$ cat src/rtl/stopwatch_ctrl.sv
// Run/pause/clear/lap controller between the 1 Hz ticker and the two-digit BCD chain.
// Raw buttons are synchronized, debounced and edge-detected before driving the control FSM.
module stopwatch_ctrl #(
    parameter int DEBOUNCE    = 120000,
    parameter bit STOP_AT_MAX = 1'b0
) (
    input  logic       sys_clk,
    input  logic       sys_reset,
    input  logic       btn_run,
    input  logic       btn_clr,
    input  logic       btn_lap,
    input  logic       tick_in,
    input  logic [7:0] count,
    output logic       tick_out,
    output logic       clr,
    output logic       running,
    output logic       done,
    output logic [7:0] display
);
    localparam int            CW       = (DEBOUNCE > 1) ? $clog2(DEBOUNCE) : 1;
    localparam logic [CW-1:0] CNT_LAST = CW'(DEBOUNCE - 1);

    localparam logic [1:0] S_IDLE  = 2'd0;
    localparam logic [1:0] S_RUN   = 2'd1;
    localparam logic [1:0] S_PAUSE = 2'd2;
    localparam logic [1:0] S_DONE  = 2'd3;

    localparam int B_RUN = 0;
    localparam int B_CLR = 1;
    localparam int B_LAP = 2;

    logic [2:0] btn_raw;
    logic [2:0] press;

    assign btn_raw = {btn_lap, btn_clr, btn_run};

    genvar gi;
    generate
        for (gi = 0; gi < 3; gi++) begin : g_btn
            logic          sync1_reg;
            logic          sync2_reg;
            logic          level_reg;
            logic          level_d_reg;
            logic          press_reg;
            logic [CW-1:0] cnt_reg;

            // The press pulse is registered off the delayed level so the FSM sees it one edge later.
            always_ff @(posedge sys_clk or posedge sys_reset) begin
                if (sys_reset) begin
                    sync1_reg   <= 1'b0;
                    sync2_reg   <= 1'b0;
                    level_reg   <= 1'b0;
                    level_d_reg <= 1'b0;
                    press_reg   <= 1'b0;
                    cnt_reg     <= '0;
                end else begin
                    sync1_reg   <= btn_raw[gi];
                    sync2_reg   <= sync1_reg;
                    level_d_reg <= level_reg;
                    press_reg   <= level_reg & ~level_d_reg;
                    if (sync2_reg == level_reg) begin
                        cnt_reg <= '0;
                    end else if (cnt_reg == CNT_LAST) begin
                        level_reg <= sync2_reg;
                        cnt_reg   <= '0;
                    end else begin
                        cnt_reg <= cnt_reg + 1'b1;
                    end
                end
            end

            assign press[gi] = press_reg;
        end
    endgenerate

    logic       clr_ev;
    logic       run_ev;
    logic       lap_ev;
    logic       terminal;
    logic [1:0] state_reg;
    logic [1:0] state_next;
    logic       hold_reg;
    logic       hold_next;
    logic [7:0] lap_reg;
    logic [7:0] lap_next;
    logic       clr_reg;
    logic       running_reg;
    logic       done_reg;

    assign clr_ev   = press[B_CLR];
    assign run_ev   = press[B_RUN];
    assign lap_ev   = press[B_LAP];
    assign terminal = STOP_AT_MAX && tick_in && (count == 8'h99);

    always_comb begin
        state_next = state_reg;
        hold_next  = hold_reg;
        lap_next   = lap_reg;
        if (clr_ev) begin
            state_next = S_IDLE;
            hold_next  = 1'b0;
        end else begin
            case (state_reg)
                S_IDLE:  if (run_ev) state_next = S_RUN;
                S_RUN: begin
                    if (terminal)    state_next = S_DONE;
                    else if (run_ev) state_next = S_PAUSE;
                end
                S_PAUSE: if (run_ev) state_next = S_RUN;
                default: state_next = state_reg;
            endcase
            // Lap only acts when it is the highest-priority event this cycle.
            if (lap_ev && !run_ev && (state_reg == S_RUN || state_reg == S_PAUSE)) begin
                hold_next = ~hold_reg;
                if (!hold_reg) lap_next = count;
            end
        end
    end

    always_ff @(posedge sys_clk or posedge sys_reset) begin
        if (sys_reset) begin
            state_reg   <= S_IDLE;
            hold_reg    <= 1'b0;
            lap_reg     <= 8'h00;
            clr_reg     <= 1'b0;
            running_reg <= 1'b0;
            done_reg    <= 1'b0;
        end else begin
            state_reg   <= state_next;
            hold_reg    <= hold_next;
            lap_reg     <= lap_next;
            clr_reg     <= clr_ev;
            running_reg <= (state_next == S_RUN);
            done_reg    <= (state_next == S_DONE);
        end
    end

    assign tick_out = tick_in && (state_reg == S_RUN) && !clr_ev && !terminal;
    assign clr      = clr_reg;
    assign running  = running_reg;
    assign done     = done_reg;
    assign display  = hold_reg ? lap_reg : count;

endmodule

$ cat config.mk
export PLATFORM = sky130hd
export DESIGN_NAME = stopwatch_ctrl
export DESIGN_NICKNAME = d
export VERILOG_FILES = /design/src/rtl/stopwatch_ctrl.sv
export SDC_FILE = /design/constraint.sdc
export NUM_CORES = 1
export LEC_CHECK = 0
export ABC_AREA = 1
export BUFFER_PORTS_ARGS = -buffer_cell sky130_fd_sc_hd__buf_2
export CELL_PAD_IN_SITES_DETAIL_PLACEMENT = 0
export CELL_PAD_IN_SITES_GLOBAL_PLACEMENT = 2
export CORE_UTILIZATION = 39
export DETAILED_ROUTE_END_ITERATION = 10
export PLACE_DENSITY_LB_ADDON = 0.1
export SKIP_CTS_REPAIR_TIMING = 1
export SYNTH_ARGS = -nofsm -noshare
export SYNTH_HDL_FRONTEND = slang
export SYNTH_SLANG_ARGS = --single-unit
$ cat constraint.sdc
create_clock -name sys_clk -period 4.9 [get_ports sys_clk]
set_input_delay 0.98 -clock sys_clk [delete_from_list [all_inputs] [get_ports sys_clk]]
set_output_delay 0.98 -clock sys_clk [all_outputs]
set_load 0.05 [all_outputs]
Yosys cells after proc, flatten, opt, wreduce, memory -nomap -nowiden

Cells that the tools add are included.

Add/sub/neg operators: 3
Eq/ne operators: 10
Mux-type cells: 13
Bitwise logic cells: 11
Reductions and logical operators: 14

Operators with widths:

| kind                  | number |
|---|---|
| $mux 17               | 6 |
| $add 17x1->17 const B | 3 |
| $eq 17x17->1 const B  | 3 |
| $mux 8                | 1 |
| $not 1->1             | 8 |
| $reduce_and 2->1      | 4 |
| $mux 2                | 3 |
| $eq 2x1->1 const B    | 2 |
| $eq 2x2->1 const B    | 2 |
| $logic_and 1x1->1     | 4 |
| $pmux 2 s2            | 1 |
| $and 1x1->1           | 3 |
| $eq 1x1->1            | 3 |
| $logic_not 1->1       | 2 |
| $logic_not 2->1       | 1 |
| $mux 1                | 2 |
| $reduce_bool 2->1     | 1 |
| $reduce_or 2->1       | 1 |
| $logic_or 1x1->1      | 1 |

Flip-flop bits (word level): 80
Input port bits: 14
Output and inout port bits: 12
Word-level logic and storage cells: 75

Depth between registers and ports, before layout

Gate-level depths: netlist (run 1).

Depth in word-level cells: 5
Mapped depth: 8
Depth with buffers taken out: 8

Worst setup path after synthesis (run 1)

OpenSTA, ideal clock, no wires.

Kind: input to output
From: input port tick_in
To: output port tick_out
Arrival: 1.665 ns
Data required time: 3.920 ns
Path slack: 2.255 ns
Stages: 2
Path buffers: 0
Cells stage by stage: nand2_1 nor2_1

Longest elaborated chain between the ends: 2

RTL lines:

| what                           | line | text |
|---|---|---|
| start: declaration             | 12   | `input logic tick_in,` |
| $logic_and 1x1->1 (2 in a row) | 138  | `assign tick_out = tick_in && (state_reg == S_RUN) && !clr_ev && !terminal;` |
| end: declaration               | 14   | `output logic tick_out,` |

No other way between the ends.

Final worst setup path (run 1)

From: register hold_reg
To: output port display[1]

Longest elaborated chain between the ends: 1

RTL lines:

| what                     | line | text |
|---|---|---|
| start: declaration       | 82   | `logic hold_reg;` |
| start signal: assignment | 130  | `hold_reg <= hold_next;` |
| $mux 8                   | n/a  |  |
| end: declaration         | 18   | `output logic [7:0] display` |

No other way between the ends.

==> results of run 1 <==
worst max-delay path: stages, from the launching register on:
cell and delay, ns:
dfrtp_1 0.36, inv_1 0.33, nand2_1 0.08, o21ai_0 0.12, buf_2 0.30
power by group through the flow:
stage	registers, uW	logic, uW	clock network [uW]
final	675	57.3	456
after global routing	677	65.6	507
after CTS	675	59.5	480
after detailed placement	689	59.5	0
after global placement	688	58.8	0
after floorplan	687	42.9	0
through the flow:
stage                     std cells  setup WS, ns  area (sq um)  utilization, %
after floorplan                 523          1.87          4110               -
after global placement          680          2.42          4380            42.6
after detailed placement        680          2.40          4380            42.6
after CTS                       696          2.34          4560            44.4
after global routing            696          2.12          4560            44.4
final                           696          2.38          4560            44.4
metal layers:
| metal | up-vias | share of wire (%) | GRT usage, % |
|---|---|---|---|
| li1 | 1693 | - | - |
| met5 | - | 0 | 0 |
| met3 | 12 | 2.6 | 3.99 |
| met2 | 41 | 46 | 26.6 |
| met1 | 1504 | 50 | 22.9 |
| met4 | 0 | 1.6 | 6.34 |
worst paths after layout:
kind | start | to | slack, ns | depth (start not counted)
hold / removal | g_btn[0].sync1_reg | g_btn[0].sync2_reg | 0.35 | 0
hold reg to reg | g_btn[0].sync1_reg | g_btn[0].sync2_reg | 0.35 | 0
min in group asynchronous | sys_reset | lap_reg[1] | 0.82 | 2
setup reg to reg | state_reg[0] | lap_reg[3] | 3.27 | 5
setup / recovery | hold_reg | display[1] | 2.38 | 4
max in group asynchronous | sys_reset | g_btn[2].cnt_reg[2] | 3.20 | 3
final cells by class:
class / count / share of cell area [%]
clock inverters: 4 / 0.631
flip-flops and latches: 80 / 43.9
multi-input cells: 372 / 40.0
clock buffers: 12 / 3.40
inverters: 66 / 5.46
repair buffers: 26 / 2.91
well taps: 136 / 3.73
placed cells by master, fill, tap and decap left out, drive strengths merged:
master      n
clkbuf     12
nor3        6
nand4      12
buf        26
nand3b      1
o21bai      7
a21oi       6
o21ai      26
inv        65
clkinv      3
ha          7
xor2       17
clkinvlp    2
xnor2       4
nor2      118
nand3      37
dfrtp      80
nor3b       3
nand2     128
cells by family (layout without fill, tap and decap cells):
family / after synthesis / in the layout / share of synthesized area (%)
simple gates: 305 / 305 / 32.5
fa+ha+maj: 7 / 7 / 2.13
compound gates: 39 / 39 / 5.26
flops: 80 / 80 / 48.7
buf+inv: 71 / 108 / 6.97
xor+xnor: 21 / 21 / 4.47
==> results, run 1 <==
- The flow ran to the end, and the final reports show no timing, DRC or antenna violations.
- Synthesis handed over a netlist of 523 instances.
- The net count of the finished layout is 576.
- The type of destination of the critical path is an output pin.
- The type of the most critical hold path is reg2reg.
- Setup repair after global routing left no endpoint under its margin.
- Of all nets on the critical path, the largest fanout is 18.
- The later pin in the worst-skew pair is clocked with a latency of 0.35 ns.
- The share of post-route cells with drive strength above 1 is 11.8%.
- In this run, CTS created clock tree buffers numbering 9.
- Of the post-synthesis cell area, the dominant cell type holds 48.7%.
- On the final layout, the worst hold slack is 0.352 ns.
- The post-synthesis sequential area ratio is 48.7%.
- The number of pins exceeding their max-slew limit in the final report was 0.
- In this run switching power makes up 24.8% of total power.
- The pin count of the biggest net entering global routing is 57.
- The clock network burns 38.4% of the power.
- The ratio of total power to cell area is 261 nW/um^2.
- The number of antenna diodes in the final layout is 0.
- The critical path class is reg2out.
- The number of remaining DRC errors is 0.
- Cell internal power was estimated by the tool at 894 uW.
- The total congestion overflow is 0.
- By count the netlist is led by nand2_1 (120), nor2_1 (107), dfrtp_1 (80).
- The number of nets handed over by synthesis was 544.
- The residual antenna-violating net count after detailed routing is 0.
- Setup violations remaining at the end of the flow were counted as 0.
- The clock net sink count is 80.
- The worst clock skew is 0.0103 ns.
- The average size of a mapped cell is 7.86 sq um.
- The wire length per cell after detailed routing is 11.9 um.
- The dominant cell type by area after synthesis is dfrtp_1.
- The combined flip-flop and latch cell area is 2000 sq um.
- The clock-pin slew on the worst setup and hold paths is 0.08 ns.
- At the pin with the least slew margin, the transition time is 0.991 ns.
- The number of distinct library cell variants in the gate-level netlist after synthesis is 27.
- In this run the count of I/O pins placed on the die edge is 26.
- Headroom to the max-slew limit came out at 33.9%.
- The count of port buffers added during placement is 25.
- The number of enable-type register cells in the synthesized netlist is 0.
- The post-synthesis sequential element count is 80.
- The design draws 1190 uW.
- The total length of routed wires is 8.26 mm.
- The number of hold violations in the final report is 0.
- The post-route minimum period is 2.52 ns.
- The first routing iteration left 125 violations.
- The worst supply voltage drop on vdd is 0.106 mV.
- Of the available clock period, the critical path in the final layout requires 51.4%.
- The routability congestion estimate from global placement is 0.793.
- The flip-flop count of the largest register, all copies and words added is 51.
- TritonCTS built the clock tree.
- The post-detailed-placement half-perimeter wirelength is 5.92 mm.
- The row count is 37.
- The analysis attributes to cell leakage a power of 0.00203 uW.
- Summed over all nets, the switching power comes to 295 uW.
- Relative to the synthesized area, the layout overhead comes to 10.9%.
- The global-route usage over all layers is 17.0%.
- Setup total negative slack on the finished layout was measured at 0 ns.
- The H-tree was split into 3 levels.
- The height of the die is 105 um.
- The total area of multi-input combinational cells is 1820 sq um.
- Before antenna repair, the detailed router went through 4 iterations.
- The worst setup path is launched from a flop.
- Ranked by total cell area, the synthesized netlist is headed by dfrtp_1 (49%), nand2_1 (11%), nor2_1 (9.8%).
- The required time of the critical path is 3.92 ns.
- In this run the horizontal extent of the chip is 105 um.
- The via count of the first global-routing pass was 3,157.
- The first global-routing pass estimated 14.8 mm of wire.
- The filler cells instantiated in the layout total 1,084.
- The initial utilization of the core area, before any placement, comes to 40.0%.
- The initial antenna violation count is 0.
- The core area is 10,300 sq um.
- After detailed routing, the number of vias per cell comes to 4.67.
- The data arrival time of the worst path is 1.54 ns.
- Across all layers, the routed design uses 3,250 vias.
- The maximum buffer depth of the clock tree is 2.
- The async set or reset register ratio after synthesis is 100%.
- The cell area that synthesis handed to floorplanning was 4110 sq um.
- Sequential cells burn 56.8% of the power.
- The leading register cell type out of synthesis is dfrtp_1.
- The count of max-cap constraint violations is 0.
- nand2_1 is the most common cell in the netlist.
- In this run the clock root is driven by a clkbuf_8.
- During synthesis, Yosys emitted a total of 0 warnings.
- Timing would allow up to 397 MHz.
- Per report_power, the combinational group accounts for 4.8% of the total.
- The total die area is 11,000 sq um.
(Power assumes the default switching activity.)
==> run 2: changes to the inputs <==
--- a/config.mk
+++ b/config.mk
@@ -9,7 +9,7 @@
 export BUFFER_PORTS_ARGS = -buffer_cell sky130_fd_sc_hd__buf_2
 export CELL_PAD_IN_SITES_DETAIL_PLACEMENT = 0
 export CELL_PAD_IN_SITES_GLOBAL_PLACEMENT = 2
-export CORE_UTILIZATION = 39
+export CORE_UTILIZATION = 33
 export DETAILED_ROUTE_END_ITERATION = 10
 export PLACE_DENSITY_LB_ADDON = 0.1
 export SKIP_CTS_REPAIR_TIMING = 1
==> constraint.sdc (replaced) <==
create_clock -name sys_clk -period 2.3 [get_ports sys_clk]
set_input_delay 0.46 -clock sys_clk [delete_from_list [all_inputs] [get_ports sys_clk]]
set_output_delay 0.46 -clock sys_clk [all_outputs]
set_load 0.05 [all_outputs]
==> run 2 against run 1 <==
Net effect: combinational power increased by 130%; critical endpoint is now display[0]; via count decreased by 0.55%; largest power group unchanged; sequential cell count unchanged; largest cell class unchanged; global-route usage decreased by 1.7 points.
==> results, run 2 (same netlist as run 1, synthesis figures left out) <==
- The data arrival time of the worst path is 1.53 ns (was 1.54 ns).
- The maximum buffer depth of the clock tree came to 2 (unchanged).
- The total congestion overflow is 0 (unchanged).
- The area overhead of the layout relative to synthesis is 15.3% (was 10.9%).
- The library cell used as clock root buffer is clkbuf_16 (was clkbuf_8).
- The most common cell after layout, fill and taps aside is nand2_1 (unchanged).
- The final setup slack of the worst path is 0.307 ns (was 2.38 ns).
- The core area is 12,100 sq um (was 10,300 sq um).
- The count of fill cells added during filler insertion is 1,271 (was 1,084).
- The ratio of total power to cell area was 622 nW/um^2 (was 261 nW/um^2).
- The clock-pin slew on the worst setup and hold paths came to 0.06 ns (was 0.08 ns).
- The clock buffer count from CTS is 9 (unchanged).
- The height of the die is 114 um (was 105 um).
- The non-filler instance count after layout came to 731 (was 696).
- The antenna diode instance count was 0 (unchanged).
- The final total negative setup slack is 0 ns (unchanged).
- The clock net sink count was 80 (unchanged).
- The type of the most critical hold path is in2async (was reg2reg).
- Unrepaired setup endpoints after global routing: no (unchanged).
- The static leakage power is 0.00210 uW (was 0.00203 uW).
- The required time of the critical path is 1.84 ns (was 3.92 ns).
- The detailed-route vias per instance came to 4.42 (was 4.67).
- The type of destination of the critical path is an output pin (unchanged).
- CP Cell Sequence: inv_1, nand2_1, o21ai_0, buf_2 (unchanged).
- The clock latency reported for the late side of the worst-skew pair is 0.34 ns (was 0.35 ns).
- The residual antenna-violating net count after detailed routing is 0 (unchanged).
- The count of buffering cells on the critical path with inverters included was 2 (unchanged).
- The row count is 40 (was 37).
- The largest stage delay on the critical path is 0.35 ns (was 0.36 ns).
- The end-of-flow core utilization is 39.3% (was 44.4%).
- The reg-to-reg setup timing slack is 0.70 ns (was 3.27 ns).
- The wire length of the first global-routing pass came to 15.3 mm (was 14.8 mm).
- The number of nets in the layout is 579 (was 576).
- The number of pins exceeding their max-slew limit in the final report is 0 (unchanged).
- The count of port buffers added during placement was 25 (unchanged).
- The final setup violation count is 0 (unchanged).
- The number of remaining DRC errors was 0 (unchanged).
- The via count of the first global-routing pass is 3,138 (was 3,157).
- The total length of routed wires was 8.71 mm (was 8.26 mm).
- Subtracting the final worst setup slack from the clock period gives 1.99 ns.
- Result of the run: finished, final reports clean (unchanged).
- The post-detailed-placement half-perimeter wirelength is 6.32 mm (was 5.92 mm).
- The worst slack on hold paths is 0.0919 ns (was 0.352 ns).
- The relative slew slack is 65.8% (was 33.9%).
- The final critical-path share of the clock period is 86.7%.
- The count of max-cap constraint violations is 0 (unchanged).
- The startpoint kind of the worst setup timing path is a flop (unchanged).
- The timing startpoint of the critical path is hold_reg (unchanged).
- The worst clock skew is 0.00772 ns (was 0.0103 ns).
- The via count was 3,232 (was 3,250).
- The effective utilization at floorplan came to 34.1% (was 40.0%).
- The initial antenna violation count came to 0 (unchanged).
- The detailed router's first-iteration violation count is 124 (was 125).
- The pin count of the biggest net entering global routing is 32 (was 57).
- The critical path class was reg2out (unchanged).
- The worst supply voltage drop on vdd is 0.345 mV (was 0.106 mV).
- The flip-flop count of the largest register, all copies and words added is 51 (unchanged).
- Static timing analysis puts the maximum clock frequency at 502 MHz.
- The pre-CTS setup slack is 0.646 ns (was 2.40 ns).
- The count of pins on the block boundary came to 26 (unchanged).
- The pin slew with the least headroom to its limit came to 0.512 ns (was 0.991 ns).
- The maximum level of the CTS H-tree is 3 (unchanged).
- The launch instance of the worst register-to-register path is state_reg[0] (unchanged).
- The global-route usage over all layers came to 15.3% (was 17.0%).
- The wire length per cell after detailed routing is 11.9 um (about the same).
- The total die area is 12,900 sq um (was 11,000 sq um).
- The die outline width is 114 um (was 105 um).
- The number of optimization iterations in the first detailed-route pass is 4 (unchanged).
- The clock tree from TritonCTS is yes (unchanged).
- The slowest cell on the critical path is dfrtp_1 (unchanged).
- The biggest fanout along the worst timing path came to 18 (unchanged).
- The number of hold violations in the final report is 0 (unchanged).
- The family of cells with the greatest summed delay on the critical path is buffers and inverters (unchanged).
- The share of post-route cells with drive strength above 1 is 12.3% (was 11.8%).
- Highest-count cells in the layout ignoring fill and taps: nand2_1 (120), nor2_1 (107), dfrtp_1 (80) (unchanged).
- The count of placed standard cells including taps is 715 (was 680).
- The routability congestion estimate from global placement is 0.752 (was 0.793).
run 2: cell count changes in the layout (fill, tap and decap cells not counted), sizes merged:
cell,delta
buf,+3
clkbuf,+1
clkinvlp,-1
run 2: layout make-up:
class	count	area [sq um]	area share [%]
clock buffers	13	270	5.70
clock inverters	3	15.0	0.317
flip-flops and latches	80	2000	42.2
inverters	66	251	5.30
multi-input cells	372	1820	38.5
repair buffers	29	168	3.54
well taps	168	210	4.43
run 2: report_power, final:
part | internal, uW | leakage, uW | switching (uW)
sequential | 1430 | 0.00105 | 15.5
clock | 814 | 0.000145 | 561
combinational | 35.7 | 0.000899 | 94.6
total | 2280 | 0.00210 | 671
run 2: through the flow:
step / instance area (sq um) / total power (uW)
final: 4740 / 2950
after CTS: 4740 / 3020
after floorplan: 4120 / 1550
after global routing: 4740 / 3090
after global placement: 4460 / 1600
after detailed placement: 4460 / 1600
run 2: final timing paths:
path	depth (start not counted)	to
setup / recovery	4	display[0]
hold / removal	2	g_btn[1].sync1_reg
max in group asynchronous	4	lap_reg[2]
min in group sys_clk	1	g_btn[2].sync1_reg
hold reg to reg	0	g_btn[2].sync2_reg
setup reg to reg	5	lap_reg[5]
run 2: per-layer routing:
metal / track usage [%] / part of all wire (%)
met5: 0 / 0
met4: 4.47 / 1.3
met3: 4.84 / 3.1
met2: 24.4 / 46
met1: 19.8 / 50
==> run 3: changes to the inputs <==
--- a/config.mk
+++ b/config.mk
@@ -9,9 +9,10 @@
 export BUFFER_PORTS_ARGS = -buffer_cell sky130_fd_sc_hd__buf_2
 export CELL_PAD_IN_SITES_DETAIL_PLACEMENT = 0
 export CELL_PAD_IN_SITES_GLOBAL_PLACEMENT = 2
+export CORE_ASPECT_RATIO = 1.75
 export CORE_UTILIZATION = 33
 export DETAILED_ROUTE_END_ITERATION = 10
-export PLACE_DENSITY_LB_ADDON = 0.1
+export PLACE_DENSITY = 0.79
 export SKIP_CTS_REPAIR_TIMING = 1
 export SYNTH_ARGS = -nofsm -noshare
 export SYNTH_HDL_FRONTEND = slang
==> constraint.sdc (replaced) <==
create_clock -name sys_clk -period 1.7 [get_ports sys_clk]
set_input_delay 0.34 -clock sys_clk [delete_from_list [all_inputs] [get_ports sys_clk]]
set_output_delay 0.34 -clock sys_clk [all_outputs]
set_load 0.05 [all_outputs]
==> run 3 against run 2 <==
Net effect: the run now ends with setup timing left; critical path depth decreased by 1; sequential cell count unchanged; register-to-register slack got worse by 0.45 ns.
==> results, run 3 (same netlist as run 1, synthesis figures left out) <==
- The count of buffering cells on the critical path with inverters included is 2 (unchanged).
- The height of the die is 150 um (was 114 um).
- The end-of-flow core utilization came to 40.7% (was 39.3%).
- The die outline width was 86.4 um (was 114 um).
- The relative contribution of the clock network to total power is 47.3% (was 46.7%).
- The initial antenna violation count is 0 (unchanged).
- The maximum level of the CTS H-tree is 3 (unchanged).
- The count of port buffers added during placement is 25 (unchanged).
- The pre-CTS setup slack is 0.191 ns (was 0.646 ns).
- The count of max-cap constraint violations is 0 (unchanged).
- The clock latency reported for the late side of the worst-skew pair is 0.34 ns (about the same).
- The launch instance of the worst register-to-register path is state_reg[0] (unchanged).
- The critical path class is reg2out (unchanged).
- The final critical-path share of the clock period is 100%.
- The global-route usage over all layers is 15.2% (was 15.3%).
- The internal power of the cells came to 3130 uW (was 2280 uW).
- The final reports fail on setup timing.
- The count of fill cells added during filler insertion was 1,289 (was 1,271).
- The core area came to 12,100 sq um (about the same).
- The most common cell after layout, fill and taps aside is nand2_1 (unchanged).
- CP Cell Sequence: clkinvlp_4, o21ai_2, buf_6 (was inv_1, nand2_1, o21ai_0, buf_2).
- The number of remaining DRC errors was 0 (unchanged).
- The number of hold violations in the final report is 0 (unchanged).
- The library cell used as clock root buffer is clkbuf_16 (unchanged).
- The clock tree from TritonCTS is yes (unchanged).
- The total congestion overflow is 0 (unchanged).
- The family of cells with the greatest summed delay on the critical path is flip-flops (was buffers and inverters).
- The share of total power in sequential cells was 47.8% (was 48.9%).
- The effective utilization at floorplan is 34.1% (about the same).
- The final setup slack of the worst path is -0.00574 ns (was 0.307 ns).
- The worst slack on hold paths is 0.104 ns (was 0.0919 ns).
- The residual antenna-violating net count after detailed routing came to 0 (unchanged).
- The clock buffer count from CTS is 9 (unchanged).
- Unrepaired setup endpoints after global routing: yes (was no).
- The flip-flop count of the largest register, all copies and words added was 51 (unchanged).
- The timing startpoint of the critical path is hold_reg (unchanged).
- The count of pins on the block boundary came to 26 (unchanged).
- The worst clock skew is 0.00655 ns (was 0.00772 ns).
- The share of post-route cells with drive strength above 1 is 15.9% (was 12.3%).
- The number of nets in the layout is 588 (was 579).
- The required time of the critical path was 1.36 ns (was 1.84 ns).
- The type of the most critical hold path is in2reg (was in2async).
- Result of the run: finished with violations (was finished, final reports clean).
- The antenna diode instance count is 0 (unchanged).
- The type of destination of the critical path is an output pin (unchanged).
- Static timing analysis puts the maximum clock frequency at 586 MHz.
- The pin slew with the least headroom to its limit came to 0.430 ns (was 0.512 ns).
- The total length of routed wires is 9.15 mm (was 8.71 mm).
- The biggest fanout along the worst timing path is 5 (was 18).
- Highest-count cells in the layout ignoring fill and taps: nand2_1 (119), nor2_1 (106), dfrtp_1 (79) (was nand2_1 (120), nor2_1 (107), dfrtp_1 (80)).
- The post-route minimum period is 1.71 ns.
- The data arrival time of the worst path came to 1.37 ns (was 1.53 ns).
- The pin count of the biggest net entering global routing is 81 (was 32).
- The detailed-route vias per instance is 4.51 (was 4.42).
- The number of optimization iterations in the first detailed-route pass is 4 (unchanged).
- The startpoint kind of the worst setup timing path was a flop (unchanged).
- The number of pins exceeding their max-slew limit in the final report was 0 (unchanged).
- In this run the most critical hold path is launched from btn_run.
- The post-layout total power came to 4080 uW (was 2950 uW).
- The maximum buffer depth of the clock tree is 2 (unchanged).
- The row count was 53 (was 40).
- The via count of the first global-routing pass is 3,264 (was 3,138).
- The ratio of total power to cell area was 830 nW/um^2 (was 622 nW/um^2).
- The routability congestion estimate from global placement came to 0.811 (was 0.752).
- The slowest cell on the critical path is dfrtp_2 (was dfrtp_1).
- The worst supply voltage drop on vdd was 0.516 mV (was 0.345 mV).
- The clock-pin slew on the worst setup and hold paths is 0.06 ns (about the same).
- The clock net sink count came to 80 (unchanged).
- The proportion of total power due to net switching is 23.2% (was 22.8%).
- The wire length of the first global-routing pass is 15.0 mm (was 15.3 mm).
- The relative slew slack was 71.4% (was 65.8%).
- The switching power is 948 uW (was 671 uW).
- The total die area was 12,900 sq um (about the same).
- The via count is 3,327 (was 3,232).
- The area overhead of the layout relative to synthesis is 19.5% (was 15.3%).
- The largest stage delay on the critical path is 0.44 ns (was 0.35 ns).
- The static leakage power was 0.00216 uW (was 0.00210 uW).
- The wire length per cell after detailed routing is 12.4 um (was 11.9 um).
- The post-detailed-placement half-perimeter wirelength is 6.55 mm (was 6.32 mm).
- The detailed router's first-iteration violation count is 160 (was 124).
- The share of power burned in combinational logic came to 4.9% (was 4.4%).
- The final setup violation count is 3 (was 0).
## run 3: cell count changes in the layout (fill, tap and decap cells not counted), sizes merged
cell      previous run  this run
clkinv               3         4
clkbuf              13         9
buf                 29        36
clkinvlp             1         5
bufinv               0         1
## run 3: worst register-to-register path, cell delays in order, from the launching register on
cell     delay, ns
dfrtp_1       0.40
inv_1         0.09
ha_1          0.29
nand3_1       0.13
nor2_2        0.10
buf_4         0.20
nand2_1       0.08
o21ai_0       0.07
## run 3: cell type report
| type | instances | area, sq um | area share [%] |
|---|---|---|---|
| well taps | 165 | 206 | 4.20 |
| inverters | 66 | 255 | 5.19 |
| flip-flops and latches | 80 | 2000 | 40.8 |
| clock inverters | 7 | 70.1 | 1.43 |
| clock buffers | 9 | 225 | 4.58 |
| repair buffers | 36 | 277 | 5.63 |
| multi-input cells | 372 | 1860 | 37.9 |
| repair inverters | 2 | 15.0 | 0.306 |
## run 3: power groups by stage
stage	Combinational (uW)	Clock, uW	Sequential (uW)
floorplan	124	0	1980
global placement	184	0	1980
detailed placement	186	0	1980
CTS	187	1990	1950
global route	230	2060	1950
finish	202	1930	1950
## run 3: layer usage
layer	track usage [%]	wire length [um]	up-vias
met5	0	0	-
met4	7.00	180	0
met3	2.37	137	12
met2	28.2	5060	24
met1	16.5	3780	1565
li1	-	-	1726
## run 3: final timing paths
path                                       end  slack (ns)  cells past startpoint
hold reg to reg             g_btn[2].sync2_reg        0.35                      0
max in group asynchronous             hold_reg        1.25                      3
setup / recovery                    display[1]      -0.006                      3
hold / removal              g_btn[0].sync1_reg        0.10                      1
min in group asynchronous  g_btn[2].cnt_reg[2]        0.11                      3
setup reg to reg                    lap_reg[2]        0.25                      7
## run 3: per-stage QoR
stage                     TNS [ns]  cell area [sq um]  std cells
after floorplan              -2.46               4120        523
after global placement           0               4470        715
after detailed placement         0               4470        715
after CTS                    -1.44               4770        731
after global routing        -0.479               4910        737
final                     -0.00859               4910        737
